## config.mk

```make
export PLATFORM = sky130hd
export DESIGN_NAME = sp_ram_ctrl
export DESIGN_NICKNAME = d
export VERILOG_FILES = /design/src/rtl/sp_ram_ctrl.sv
export SDC_FILE = /design/constraint.sdc
export NUM_CORES = 1
export LEC_CHECK = 0
export ABC_AREA = 1
export BUFFER_PORTS_ARGS = -buffer_cell sky130_fd_sc_hd__buf_4
export CORE_ASPECT_RATIO = 2
export CORE_MARGIN = 2
export CORE_UTILIZATION = 45
export CTS_CLUSTER_DIAMETER = 30
export CTS_CLUSTER_SIZE = 25
export DETAILED_ROUTE_END_ITERATION = 8
export GPL_TIMING_DRIVEN = 0
export PLACE_DENSITY_LB_ADDON = 0.1
export SETUP_SLACK_MARGIN = 0.02
export SLEW_MARGIN = 20
export SYNTH_ARGS = -nofsm -noshare
export SYNTH_HDL_FRONTEND = slang
export SYNTH_SLANG_ARGS = --single-unit
```

## constraint.sdc

```tcl
create_clock -name clk -period 3.2 [get_ports clk]
set_clock_uncertainty 0.1 [all_clocks]
set_input_delay 0.64 -clock clk [delete_from_list [all_inputs] [get_ports clk]]
set_output_delay 0.64 -clock clk [all_outputs]
set_load 0.05 [all_outputs]
```

## src/rtl/sp_ram_ctrl.sv

```systemverilog
// sp_ram_ctrl: parametrised single-port synchronous RAM with a valid/ready request
// port, byte-lane writes, a registered read pipeline (1 or 2 cycles) and a hardware
// clear sequencer that sweeps CLEAR_VAL through every word after reset and on demand.
// Optional feature macro: SP_RAM_PARITY_EN (per-lane even parity, reported on par_err).
module sp_ram_ctrl #(
    parameter int unsigned       DATA_W     = 8,
    parameter int unsigned       ADDR_W     = 5,
    parameter int unsigned       DEPTH      = 32,
    parameter int unsigned       RD_LATENCY = 1,
    parameter logic [DATA_W-1:0] CLEAR_VAL  = '0
) (
    input  logic                clk,
    input  logic                reset,
    input  logic                req_valid,
    output logic                req_ready,
    input  logic                req_write,
    input  logic [ADDR_W-1:0]   address,
    input  logic [DATA_W-1:0]   data_in,
    input  logic [DATA_W/8-1:0] byte_en,
    input  logic                clear_start,
    output logic                busy,
    output logic [DATA_W-1:0]   data_out,
    output logic                rd_valid,
    output logic                rd_err,
    output logic                par_err
);

    localparam int unsigned NB    = DATA_W / 8;
    localparam int unsigned IDX_W = (DEPTH > 1) ? $clog2(DEPTH) : 1;

    localparam logic [ADDR_W-1:0] LAST_PTR  = ADDR_W'(DEPTH - 1);
    localparam logic [ADDR_W:0]   DEPTH_EXT = (ADDR_W + 1)'(DEPTH);

    typedef enum logic [1:0] {
        StInitClear,
        StIdle,
        StClear
    } state_e;

    state_e            state_q, state_d;
    logic [ADDR_W-1:0] ptr_q, ptr_d;
    logic              clr_en;

    logic              accept;
    logic              addr_ok;
    logic              wr_en;
    logic              rd_en;
    logic [IDX_W-1:0]  req_idx;
    logic [IDX_W-1:0]  clr_idx;
    logic [DATA_W-1:0] rd_word;
    logic              par_bad;

    logic [DATA_W-1:0] mem [DEPTH];

    // State register: sweep pointer and FSM state, reset restarts the sweep at 0
    always_ff @(posedge clk or posedge reset) begin
        if (reset) begin
            state_q <= StInitClear;
            ptr_q   <= '0;
        end else begin
            state_q <= state_d;
            ptr_q   <= ptr_d;
        end
    end

    // Next-state logic: sweep to DEPTH-1 then idle; clear_start only honoured in idle
    always_comb begin
        state_d = state_q;
        ptr_d   = ptr_q;
        unique case (state_q)
            StInitClear, StClear: begin
                if (ptr_q == LAST_PTR) begin
                    state_d = StIdle;
                    ptr_d   = '0;
                end else begin
                    ptr_d = ptr_q + 1'b1;
                end
            end
            StIdle: begin
                if (clear_start) begin
                    state_d = StClear;
                    ptr_d   = '0;
                end
            end
            default: begin
                state_d = StInitClear;
                ptr_d   = '0;
            end
        endcase
    end

    // Output logic: requests are only accepted while no sweep is running
    always_comb begin
        req_ready = (state_q == StIdle);
        busy      = (state_q != StIdle);
        clr_en    = (state_q != StIdle);
    end

    assign accept  = req_valid & req_ready;
    // Widened compare so DEPTH == 2**ADDR_W never reports out of range
    assign addr_ok = ({1'b0, address} < DEPTH_EXT);
    assign wr_en   = accept & req_write & addr_ok;
    assign rd_en   = accept & ~req_write;
    assign req_idx = address[IDX_W-1:0];
    assign clr_idx = ptr_q[IDX_W-1:0];
    assign rd_word = addr_ok ? mem[req_idx] : '0;

    // Array write port: clear sweep has the port, otherwise per-lane request writes
    always_ff @(posedge clk) begin
        if (clr_en) begin
            mem[clr_idx] <= CLEAR_VAL;
        end else if (wr_en) begin
            for (int i = 0; i < NB; i++) begin
                if (byte_en[i]) begin
                    mem[req_idx][8*i +: 8] <= data_in[8*i +: 8];
                end
            end
        end
    end

`ifdef SP_RAM_PARITY_EN
    logic [NB-1:0] par_mem [DEPTH];

    function automatic logic [NB-1:0] lane_par(input logic [DATA_W-1:0] w);
        logic [NB-1:0] p;
        p = '0;
        for (int i = 0; i < NB; i++) begin
            p[i] = ^w[8*i +: 8];
        end
        return p;
    endfunction

    // Parity storage tracks the data array lane by lane
    always_ff @(posedge clk) begin
        if (clr_en) begin
            par_mem[clr_idx] <= lane_par(CLEAR_VAL);
        end else if (wr_en) begin
            for (int i = 0; i < NB; i++) begin
                if (byte_en[i]) begin
                    par_mem[req_idx][i] <= ^data_in[8*i +: 8];
                end
            end
        end
    end

    assign par_bad = addr_ok & (|(lane_par(mem[req_idx]) ^ par_mem[req_idx]));
`else
    assign par_bad = 1'b0;
`endif

    logic              v1_q;
    logic              err1_q;
    logic              par1_q;
    logic [DATA_W-1:0] d1_q;

    // First read stage: array sampled on the accept edge; data only updates on reads
    always_ff @(posedge clk or posedge reset) begin
        if (reset) begin
            v1_q   <= 1'b0;
            err1_q <= 1'b0;
            par1_q <= 1'b0;
            d1_q   <= '0;
        end else begin
            v1_q   <= rd_en;
            err1_q <= rd_en & ~addr_ok;
            par1_q <= rd_en & par_bad;
            if (rd_en) begin
                d1_q <= rd_word;
            end
        end
    end

    if (RD_LATENCY == 2) begin : g_lat2
        logic              v2_q;
        logic              err2_q;
        logic              par2_q;
        logic [DATA_W-1:0] d2_q;

        // Extra output stage; holds data between valid pulses
        always_ff @(posedge clk or posedge reset) begin
            if (reset) begin
                v2_q   <= 1'b0;
                err2_q <= 1'b0;
                par2_q <= 1'b0;
                d2_q   <= '0;
            end else begin
                v2_q   <= v1_q;
                err2_q <= err1_q;
                par2_q <= par1_q;
                if (v1_q) begin
                    d2_q <= d1_q;
                end
            end
        end

        assign rd_valid = v2_q;
        assign rd_err   = err2_q;
        assign par_err  = par2_q;
        assign data_out = d2_q;
    end else begin : g_lat1
        assign rd_valid = v1_q;
        assign rd_err   = err1_q;
        assign par_err  = par1_q;
        assign data_out = d1_q;
    end

endmodule

```

==> results by group, run 1 <==
Setup path
  • CP Class: flop to flop
  • Worst Setup Start Kind: flop
  • Critical Path Max Stage Delay: around 0.8 ns
  • CP max FO: 9
  • Worst R2R Start: state_q[0]
  • Critical path's top delay family: simple AND/OR/NAND/NOR gates
  • Slowest stage cell, crit path: nor2_1
  • Crit path buffers/inverters: 2
  • Crit path from: state_q[0]
  • Critical-path cell list: inv_2 -> nor2_8 -> nand2_4 -> nor2_8 -> inv_2 -> nand2_2 -> nand3_2 -> nor2_1
  • CP arrival: 2.97 ns
  • Worst setup EP type: flop
  • Req. time, crit path: approximately 3.3 ns

Routing
  • Remaining DRCs: 0
  • Vias: 7742
  • Initial DRC count: about 600
  • Drt pass-1 iters: 8
  • Final Routed Wirelength: approximately 33 mm
  • Routed wire per std cell: between 20 and 25 um
  • DRT antenna net count: 0
  • DR vias/cell: roughly 5.4

Power and ir drop
  • Sequential power share: 0.451
  • P_sw: around 3.0 mW
  • Maximum VDD drop: around 660 uV
  • Comb pwr share: 0.168
  • Switching share of power: 0.2977
  • Total power: 10.01 mW
  • PD cells: about 750 mW/mm^2
  • Internal: approximately 7 mW
  • P_leak: about 5 nW
  • Clock Power Share: 0.381

Clock network
  • CTS Root Buffer Type: clkbuf_16
  • Post-CTS Repair Setup Buffers: 0
  • Post-cts sizing count: 0
  • CTS H-tree depth: 1
  • Hold_buf cts: 0
  • CTS Sinks: ~270
  • CTS tree: yes
  • Worst skew pair latency: about 0.57 ns
  • Total CTS buffers: 31
  • Clock transition at path regs: about 0.07 ns
  • Bufs on Longest Clock Path: 3

GRT
  • Remaining Overflow, GRT: 0
  • Total GRT Usage: 0.2577
  • Number of global-route vias before repair: ~7700
  • First-pass GRT wire length: about 49 mm
  • Initial antenna violation count: 0
  • Largest net degree at the start of global routing: 23

Final layout
  • Area of the multi-input gates: around 0.003 mm^2
  • FF+latch area: 0.008088 mm^2
  • N_diodes: 0
  • Finished Core Util: 0.5378
  • Fin cells: ~1400
  • Share of layout cells above drive strength 1: 0.1456
  • Commonest non-fill, non-tap cell in the layout: nand2_1
  • Synth-to-Final Area Change: 17.74%
  • Cell area after layout: between 0.01 and 0.015 mm^2
  • Most frequent cells in the layout: 346 x nand2_1, 256 x edfxtp_1, 216 x nand3_1
  • Filler cell count in the final layout: roughly 2100
  • Nets: between 1000 and 1500

Floorplan
  • Die Width: around 120 um
  • IO Count: 32
  • Chip Height: roughly 230 um
  • Row cnt: just over 80
  • Die area: between 0.02 and 0.03 mm^2
  • Core Region: roughly 0.025 mm^2
  • Initial Utilization: 0.4568

Yosys
  • Yosys warnings: 0
  • Post-synthesis async set-or-reset flop share: 0.05882
  • Mapped Area: 0.01139 mm^2
  • Syn Area/Cell: 11.40 um^2
  • Syn Inst Count: about 1000
  • Post-synthesis sequential area ratio: 0.7102
  • Synth Register Bits: 272
  • Synth Flop Type: edfxtp_1
  • Post-synth EDFFs: 256
  • Post-synth cell types: 32

STA
  • Fmax: ~0.35 GHz
  • RSZ-0062 raised after global routing: false
  • Final setup TNS: 0 ns
  • Tcrit/Tclk final: 0.8999
  • Final setup violation count: 0
  • Setup slack after layout: between 0.3 and 0.4 ns
  • Hold_ws: ~0.12 ns
  • Final Hold Fails: 0
  • Slew @ Worst Pin: 1.050 ns
  • Post-layout min period: about 2.9 ns
  • Slew Limit Fails: 0
  • Slew margin rel.: 0.2972

Min path
  • Worst hold path class: primary input to async pin

Place
  • DP HPWL: 24.01 mm
  • Port Buffers: 26
  • Placed instance area: about 0.012 mm^2
  • Place WS: ~0.2 ns
  • GP Congestion: around 0.95
  • Post-Place Cells: ~1400

Outcome
  • Status: completed

Run
  • Maxcap violations: 0
## worst reg2reg max path: stages (launching register included)
cell and delay (ns):
dfrtp_1 0.39, inv_2 0.11, nor2_8 0.17, nand2_4 0.09
nor2_8 0.11, inv_2 0.17, nand2_2 0.24, nand3_2 0.32
nor2_1 0.80
## cells in the mapped netlist, types with 2 or more instances
master / count / area (um^2)
buf_2: 26 / 130.1
buf_4: 2 / 15.01
buf_1: 9 / 33.78
o21ai_2: 3 / 26.28
a32o_1: 2 / 20.02
clkbuf_1: 18 / 67.56
o21ai_0: 3 / 15.01
inv_1: 20 / 75.07
nand2_2: 8 / 50.05
nand3_4: 3 / 52.55
nand2_1: 346 / 1299
ha_1: 2 / 25.02
o21ai_4: 2 / 32.53
a21oi_1: 3 / 15.01
nand2_4: 3 / 33.78
nand3_1: 216 / 1081
nor2_8: 2 / 40.04
inv_2: 4 / 15.01
edfxtp_1: 256 / 7687
nor2_1: 42 / 157.7
dfrtp_1: 16 / 400.4
nor2_4: 3 / 33.78
## kinds of logic (layout without fill, tap and decap cells)
kind of cell | after synthesis | count (layout) | share of synthesized area
AO/OA/AOI/OAI | 14 | 14 | 0.01033
XOR/XNOR | 1 | 1 | 0.0007692
adder cells (fa/ha/maj) | 2 | 2 | 0.002197
buffers and inverters | 83 | 175 | 0.03296
flip-flops | 272 | 272 | 0.7102
other | 1 | 2 | 0.0003293
AND/OR/NAND/NOR | 626 | 626 | 0.2432
## final timing paths
path / cells past startpoint / slack (ns) / endpoint
setup reg to reg: 8 / 0.32 / mem[7][7]
max in group asynchronous: 2 / 2.37 / clr_idx[3]
setup / recovery: 8 / 0.32 / mem[7][7]
hold reg to reg: 2 / 0.39 / data_out[7]
min in group clk: 2 / 0.25 / rd_valid
hold / removal: 2 / 0.12 / rd_valid
## state kept, by name, indices dropped and copies added, names as in the netlist
name,flops
clr_idx,5
data_out,8
mem,256
rd_valid,1
state_q,2
## per-layer routing
layer	up-vias	track usage	share of wire
li1	3605	-	-
met1	3748	0.2849	0.34
met2	301	0.4686	0.55
met3	88	0.03361	0.055
met4	0	0.1336	0.054
met5	-	0	0
## layout make-up
| cell class | instances | share of cell area |
|---|---|---|
| Clock buffer | 32 | 0.05813 |
| Multi-Input combinational cell | 645 | 0.2229 |
| Sequential cell | 272 | 0.6032 |
| Buffer | 56 | 0.01988 |
| Tap cell | 336 | 0.03135 |
| Timing Repair Buffer | 34 | 0.03098 |
| Inverter | 27 | 0.008118 |
| Clock inverter | 26 | 0.02547 |
## power groups by stage
stage	clock (mW)	sequential, mW	combinational [mW]
after floorplan	0	4.68	0.978
after global placement	0	4.58	1.63
after detailed placement	0	4.59	1.68
after CTS	3.84	4.52	1.68
after global routing	3.97	4.55	1.80
final	3.81	4.52	1.68
No activity file was read; power rests on OpenSTA's default activity.
==> run 2, diff against run 1 <==
--- a/config.mk
+++ b/config.mk
@@ -7,6 +7,8 @@
 export LEC_CHECK = 0
 export ABC_AREA = 1
 export BUFFER_PORTS_ARGS = -buffer_cell sky130_fd_sc_hd__buf_4
+export CELL_PAD_IN_SITES_DETAIL_PLACEMENT = 0
+export CELL_PAD_IN_SITES_GLOBAL_PLACEMENT = 1
 export CORE_ASPECT_RATIO = 2
 export CORE_MARGIN = 2
 export CORE_UTILIZATION = 45
==> run 2 against run 1 <==
Compared with the run above: routed wire length decreased by 1.4%; design area is 0.51% lower; count of clock-buffer cells in the layout up 1; largest power group unchanged; die area stayed put; critical endpoint is now mem[23][1]; critical path depth stayed put; register-to-register slack about the same; utilization shrank 0.28 points.
==> results by group, run 2 (synthesized netlist as in run 1, its figures left out) <==
GRT
  • Remaining Overflow, GRT: 0 (unchanged)
  • Total GRT Usage: 0.2558 (-0.001845)
  • Number of global-route vias before repair: 7755 (+1.2%)
  • Largest net degree at the start of global routing: 32 (+39%)
  • First-pass GRT wire length: 48.31 mm (-0.94%)
  • Initial antenna violation count: 0 (unchanged)

STA
  • Post-layout min period: 2.875 ns (-0.004301 ns)
  • RSZ-0062 raised after global routing: false
  • Tcrit/Tclk final: 0.8986 (-0.001344)
  • Final Hold Fails: 0 (unchanged)
  • Slew @ Worst Pin: 1.002 ns (-0.04821 ns)
  • Slew margin rel.: 0.3295 (+0.03226)
  • Final setup violation count: 0 (unchanged)
  • Fmax: 0.3478 GHz (+0.15%)
  • Slew Limit Fails: 0 (unchanged)

Clock network
  • Clock transition at path regs: 0.06 ns (about the same)
  • CTS Root Buffer Type: clkbuf_16
  • Total CTS buffers: 30 (-3.2%)
  • Post-CTS Repair Setup Buffers: 0 (unchanged)
  • CTS Sinks: 272 (unchanged)
  • Hold_buf cts: 0 (unchanged)
  • CTS H-tree depth: 1 (unchanged)
  • Bufs on Longest Clock Path: 3 (unchanged)
  • CTS tree: yes
  • Post-cts sizing count: 0 (unchanged)
  • Worst skew pair latency: 0.57 ns (about the same)

Final layout
  • Share of layout cells above drive strength 1: 0.1431 (-0.002485)
  • Fin cells: 1426 (-0.14%)
  • N_diodes: 0 (unchanged)
  • Most frequent cells in the layout: 346 x nand2_1, 256 x edfxtp_1, 216 x nand3_1
  • Filler cell count in the final layout: 2209 (+4.4%)
  • Max reg flops: 256 (unchanged)
  • Synth-to-Final Area Change: 17.14%
  • Commonest non-fill, non-tap cell in the layout: nand2_1
  • Most flops, register: mem
  • Cell area after layout: 0.01334 mm^2 (-0.51%)
  • Nets: 1087 (-0.092%)

Min path
  • Worst hold path class: primary input to async pin

Floorplan
  • IO Count: 32 (unchanged)
  • Die Width: 116.5 um (unchanged)
  • Chip Height: 229.0 um (unchanged)
  • Initial Utilization: 0.4568 (unchanged)
  • Row cnt: 82 (unchanged)
  • Core Region: 0.02493 mm^2 (unchanged)
  • Die area: 0.02667 mm^2 (unchanged)

Routing
  • Routed wire per std cell: 23.01 um (-1.3%)
  • Remaining DRCs: 0 (unchanged)
  • DRT antenna net count: 0 (unchanged)
  • Vias: 7585 (-2.0%)
  • Final Routed Wirelength: 32.81 mm (-1.4%)
  • DR vias/cell: 5.319 (-1.9%)
  • Drt pass-1 iters: 5 (-3)
  • Initial DRC count: 532 (-13%)

Setup path
  • CP max FO: 9 (unchanged)
  • Worst R2R Start: state_q[0]
  • Req. time, crit path: 3.29 ns (about the same)
  • Worst reg2reg path depth: 8 (unchanged)
  • Worst setup EP type: flop
  • CP arrival: 2.97 ns (about the same)
  • R2r setup slk: 0.32 ns (about the same)
  • CP Class: flop to flop
  • R2R Path End: mem[23][1]
  • Worst Setup Start Kind: flop

Power and ir drop
  • PD cells: 742.0 mW/mm^2 (-0.64%)
  • Maximum VDD drop: 557.6 uV (-16%)
  • P_leak: 5.078 nW (-0.63%)

Place
  • Placed instance area: 0.01225 mm^2 (-0.35%)
  • Port Buffers: 26 (unchanged)
  • DP HPWL: 23.82 mm (-0.76%)
  • GP Congestion: 0.8621 (-9.5%)
  • Post-Place Cells: 1370 (unchanged)

Outcome
  • Status: completed

Run
  • Maxcap violations: 0 (unchanged)
[run 2: report_power, final]
group,switching (mW),total [mW],internal [mW]
Clock,1.52,3.72,2.20
Combinational,1.25,1.68,0.429
Sequential,0.146,4.50,4.36
Total,2.91,9.90,6.99
[run 2: stage by stage]
stage / total power [mW] / hold WS, ns / setup TNS (ns) / setup slack [ns] / utilization
6_report: 9.899 / 0.1118 / 0 / 0.3246 / 0.5351
5_1_grt: 10.24 / 0.1805 / 0 / 0.2320 / 0.5351
4_1_cts: 9.942 / 0.1116 / 0 / 0.3307 / 0.5351
3_5_place_dp: 6.255 / 0.3672 / 0 / 0.1747 / 0.4912
3_3_place_gp: 6.206 / 0.3699 / -146.52 / -0.9377 / 0.4816
2_1_floorplan: 5.660 / 0.3779 / 0 / 0.8530 / -
[run 2: worst max-delay path, cell delays in order, from the launching register on]
cell and delay, ns:
dfrtp_1 0.39, inv_2 0.10, nor2_8 0.15, nand2_4 0.09, nor2_8 0.10, inv_2 0.17, nand2_2 0.23, nand3_2 0.29
nor2_1 0.85
[run 2: how the worst max path moves through the flow]
| stage | start | end | slack [ns] | cells after the start |
|---|---|---|---|---|
| 5_1_grt | state_q[0] | mem[23][1] | 0.23 | 8 |
| 3_3_place_gp | req_write | mem[29][2] | -0.94 | 5 |
| 6_report | state_q[0] | mem[23][1] | 0.32 | 8 |
| 4_1_cts | state_q[0] | mem[23][1] | 0.33 | 8 |
| 2_1_floorplan | address[4] | mem[23][0] | 0.85 | 7 |
| 3_5_place_dp | req_write | mem[23][1] | 0.17 | 7 |
[run 2: cell type report]
class | instances | area [um^2] | share of cell area
clock buffer | 33 | 772.0 | 0.05787
clock inverter | 23 | 322.8 | 0.02420
buffer | 56 | 266.5 | 0.01998
multi-input combinational | 645 | 2989 | 0.2241
tap | 336 | 420.4 | 0.03151
sequential | 272 | 8088 | 0.6063
inverter | 27 | 108.9 | 0.008160
timing repair buffer | 34 | 372.9 | 0.02795
[run 2: per-layer routing]
metal | up-vias | part of all wire | routed length (um) | GRT usage
li1 | 3596 | - | - | -
met2 | 236 | 0.57 | 18610 | 0.4831
met4 | 0 | 0.043 | 1410 | 0.1064
met5 | - | 0 | 0 | 0
met1 | 3685 | 0.34 | 11220 | 0.2818
met3 | 68 | 0.048 | 1564 | 0.02752
==> run 3, diff against run 2 <==
--- a/config.mk
+++ b/config.mk
@@ -11,9 +11,9 @@
 export CELL_PAD_IN_SITES_GLOBAL_PLACEMENT = 1
 export CORE_ASPECT_RATIO = 2
 export CORE_MARGIN = 2
-export CORE_UTILIZATION = 45
+export CORE_UTILIZATION = 25
 export CTS_CLUSTER_DIAMETER = 30
-export CTS_CLUSTER_SIZE = 25
+export CTS_CLUSTER_SIZE = 10
 export DETAILED_ROUTE_END_ITERATION = 8
 export GPL_TIMING_DRIVEN = 0
 export PLACE_DENSITY_LB_ADDON = 0.1
==> run 3 against run 2 <==
Compared with the run above: register-to-register slack lost 0.06 ns; cell count increased by 17%; setup slack worse by 0.058 ns; sequential cell count stayed put; global-route usage down 8.5 points; fmax shrank 2.0%; clock power increased by 21%; combinational power is 3% higher; critical path type unchanged; critical endpoint is now mem[7][6]; largest cell class unchanged.
==> results by group, run 3 (synthesized netlist as in run 1, its figures left out) <==
STA
  • Slew @ Worst Pin: 1.100 ns (+0.09818 ns)
  • Setup slack after layout: 0.2665 ns (-0.05805 ns)
  • Hold_ws: 0.09919 ns (-0.01259 ns)
  • Final Hold Fails: 0 (unchanged)
  • RSZ-0062 raised after global routing: false
  • Fmax: 0.3409 GHz (-2.0%)
  • Slew Limit Fails: 0 (unchanged)
  • Post-layout min period: 2.933 ns (+0.05805 ns)
  • Final setup violation count: 0 (unchanged)
  • Slew margin rel.: 0.2638 (-0.06570)
  • Tcrit/Tclk final: 0.9167 (+0.01814)

Place
  • Placed instance area: 0.01255 mm^2 (+2.5%)
  • Port Buffers: 26 (unchanged)
  • DP HPWL: 29.78 mm (+25%)
  • GP Congestion: 0.8266 (-4.1%)
  • Place WS: 0.07365 ns (-0.1011 ns)

Min path
  • Worst hold path class: primary input to async pin

Setup path
  • R2r setup slk: 0.27 ns (-0.06 ns)
  • Critical-path cell list: inv_2 -> nor2_8 -> nand2_4 -> nor2_8 -> inv_2 -> nand2_2 -> nand3_2 -> nor2_1
  • CP Class: flop to flop
  • Req. time, crit path: 3.25 ns (-0.04 ns)
  • Worst R2R Start: state_q[0]
  • R2R Path End: mem[7][6]
  • CP arrival: 2.98 ns (about the same)
  • Critical Path Max Stage Delay: 0.86 ns (about the same)
  • Worst Setup Start Kind: flop
  • Worst setup EP type: flop
  • CP max FO: 9 (unchanged)
  • Slowest stage cell, crit path: nor2_1
  • Worst reg2reg path depth: 8 (unchanged)

Final layout
  • Cell area after layout: 0.01392 mm^2 (+4.3%)
  • FF+latch area: 0.008088 mm^2 (unchanged)
  • Synth-to-Final Area Change: 22.19%
  • N_diodes: 0 (unchanged)
  • Area of the multi-input gates: 0.002989 mm^2 (unchanged)
  • Most frequent cells in the layout: 346 x nand2_1, 256 x edfxtp_1, 216 x nand3_1
  • Share of layout cells above drive strength 1: 0.1492 (+0.006067)
  • Max reg flops: 256 (unchanged)
  • Most flops, register: mem
  • Commonest non-fill, non-tap cell in the layout: nand2_1
  • Filler cell count in the final layout: 4543 (+110%)
  • Nets: 1099 (+1.1%)

Power and ir drop
  • Switching share of power: 0.2900 (-0.003829)
  • Comb pwr share: 0.161 (-0.008)
  • Internal: 7.640 mW (+9.3%)
  • Maximum VDD drop: 529.4 uV (-5.1%)
  • PD cells: 773.2 mW/mm^2 (+4.2%)
  • Clock Power Share: 0.419 (+0.043)
  • Sequential power share: 0.420 (-0.035)
  • P_leak: 5.221 nW (+2.8%)
  • P_sw: 3.120 mW (+7.3%)

GRT
  • Total GRT Usage: 0.1704 (-0.08546)
  • Largest net degree at the start of global routing: 30 (-6.3%)
  • Number of global-route vias before repair: 7775 (+0.26%)
  • First-pass GRT wire length: 56.17 mm (+16%)
  • Initial antenna violation count: 2 (+2)
  • Remaining Overflow, GRT: 0 (unchanged)

Routing
  • DR vias/cell: 4.493 (-16%)
  • Drt pass-1 iters: 4 (-1)
  • Remaining DRCs: 0 (unchanged)
  • Initial DRC count: 354 (-33%)
  • DRT antenna net count: 0 (unchanged)
  • Final Routed Wirelength: 39.92 mm (+22%)
  • Vias: 7486 (-1.3%)
  • Routed wire per std cell: 23.96 um (+4.2%)

Clock network
  • Worst skew pair latency: 0.54 ns (-0.03 ns)
  • Hold_buf cts: 0 (unchanged)
  • Bufs on Longest Clock Path: 3 (unchanged)
  • CTS Root Buffer Type: clkbuf_16
  • Clock transition at path regs: 0.05 ns (about the same)
  • Total CTS buffers: 42 (+40%)
  • CTS Sinks: 272 (unchanged)
  • Post-CTS Repair Setup Buffers: 0 (unchanged)
  • CTS tree: yes
  • CTS H-tree depth: 2 (+1)
  • Post-cts sizing count: 0 (unchanged)

Floorplan
  • Row cnt: 110 (+34%)
  • Die Width: 154.9 um (+33%)
  • Chip Height: 305.8 um (+34%)
  • IO Count: 32 (unchanged)
  • Initial Utilization: 0.2530 (-0.2037)
  • Die area: 0.04738 mm^2 (+78%)
  • Core Region: 0.04501 mm^2 (+81%)

Outcome
  • Status: completed

Run
  • Maxcap violations: 0 (unchanged)
==> run 3: power groups by stage <==
stage / sequential (mW) / clock, mW / combinational (mW)
after floorplan: 4.68 / 0 / 0.978
after global placement: 4.59 / 0 / 1.74
after detailed placement: 4.59 / 0 / 1.78
after CTS: 4.52 / 4.61 / 1.78
after global routing: 4.56 / 4.73 / 1.89
final: 4.52 / 4.51 / 1.73
==> run 3: how the worst max path moves through the flow <==
| stage | startpoint | end | depth (start not counted) |
|---|---|---|---|
| global route | state_q[0] | mem[7][2] | 8 |
| detailed placement | req_write | mem[5][1] | 7 |
| finish | state_q[0] | mem[7][6] | 8 |
| floorplan | address[4] | mem[23][0] | 7 |
| CTS | state_q[0] | mem[5][2] | 8 |
| global placement | req_write | mem[26][1] | 5 |
==> run 3: through the flow <==
| stage | TNS (ns) | std cells | utilization | power, mW |
|---|---|---|---|---|
| floorplan | 0 | 1000 | - | 5.660 |
| global placement | -251.88 | 1586 | 0.2730 | 6.332 |
| detailed placement | 0 | 1594 | 0.2788 | 6.364 |
| CTS | 0 | 1666 | 0.3092 | 10.91 |
| global route | 0 | 1666 | 0.3092 | 11.18 |
| finish | 0 | 1666 | 0.3092 | 10.76 |
==> run 3: worst max-delay path, delay by kind of cell (launching register included) <==
| kind | cells | cell delay [ns] |
|---|---|---|
| simple gates | 6 | 1.76 |
| flops | 1 | 0.39 |
| buf+inv | 2 | 0.27 |
==> run 3: layer usage <==
metal | global-route usage | up-vias | share of wire
met5 | 0 | - | 0.00053
met4 | 0.08355 | 4 | 0.050
met3 | 0.02035 | 81 | 0.025
met2 | 0.3436 | 143 | 0.58
met1 | 0.1658 | 3646 | 0.35
li1 | - | 3612 | -
==> run 3: cell type report <==
cell class	instances	area share
clock buffers	51	0.08164
clock inverters	21	0.01681
multi-input cells	645	0.2148
flip-flops and latches	272	0.5812
well taps	560	0.05035
plain buffers	56	0.01915
inverters	27	0.007822
repair buffers	34	0.02823
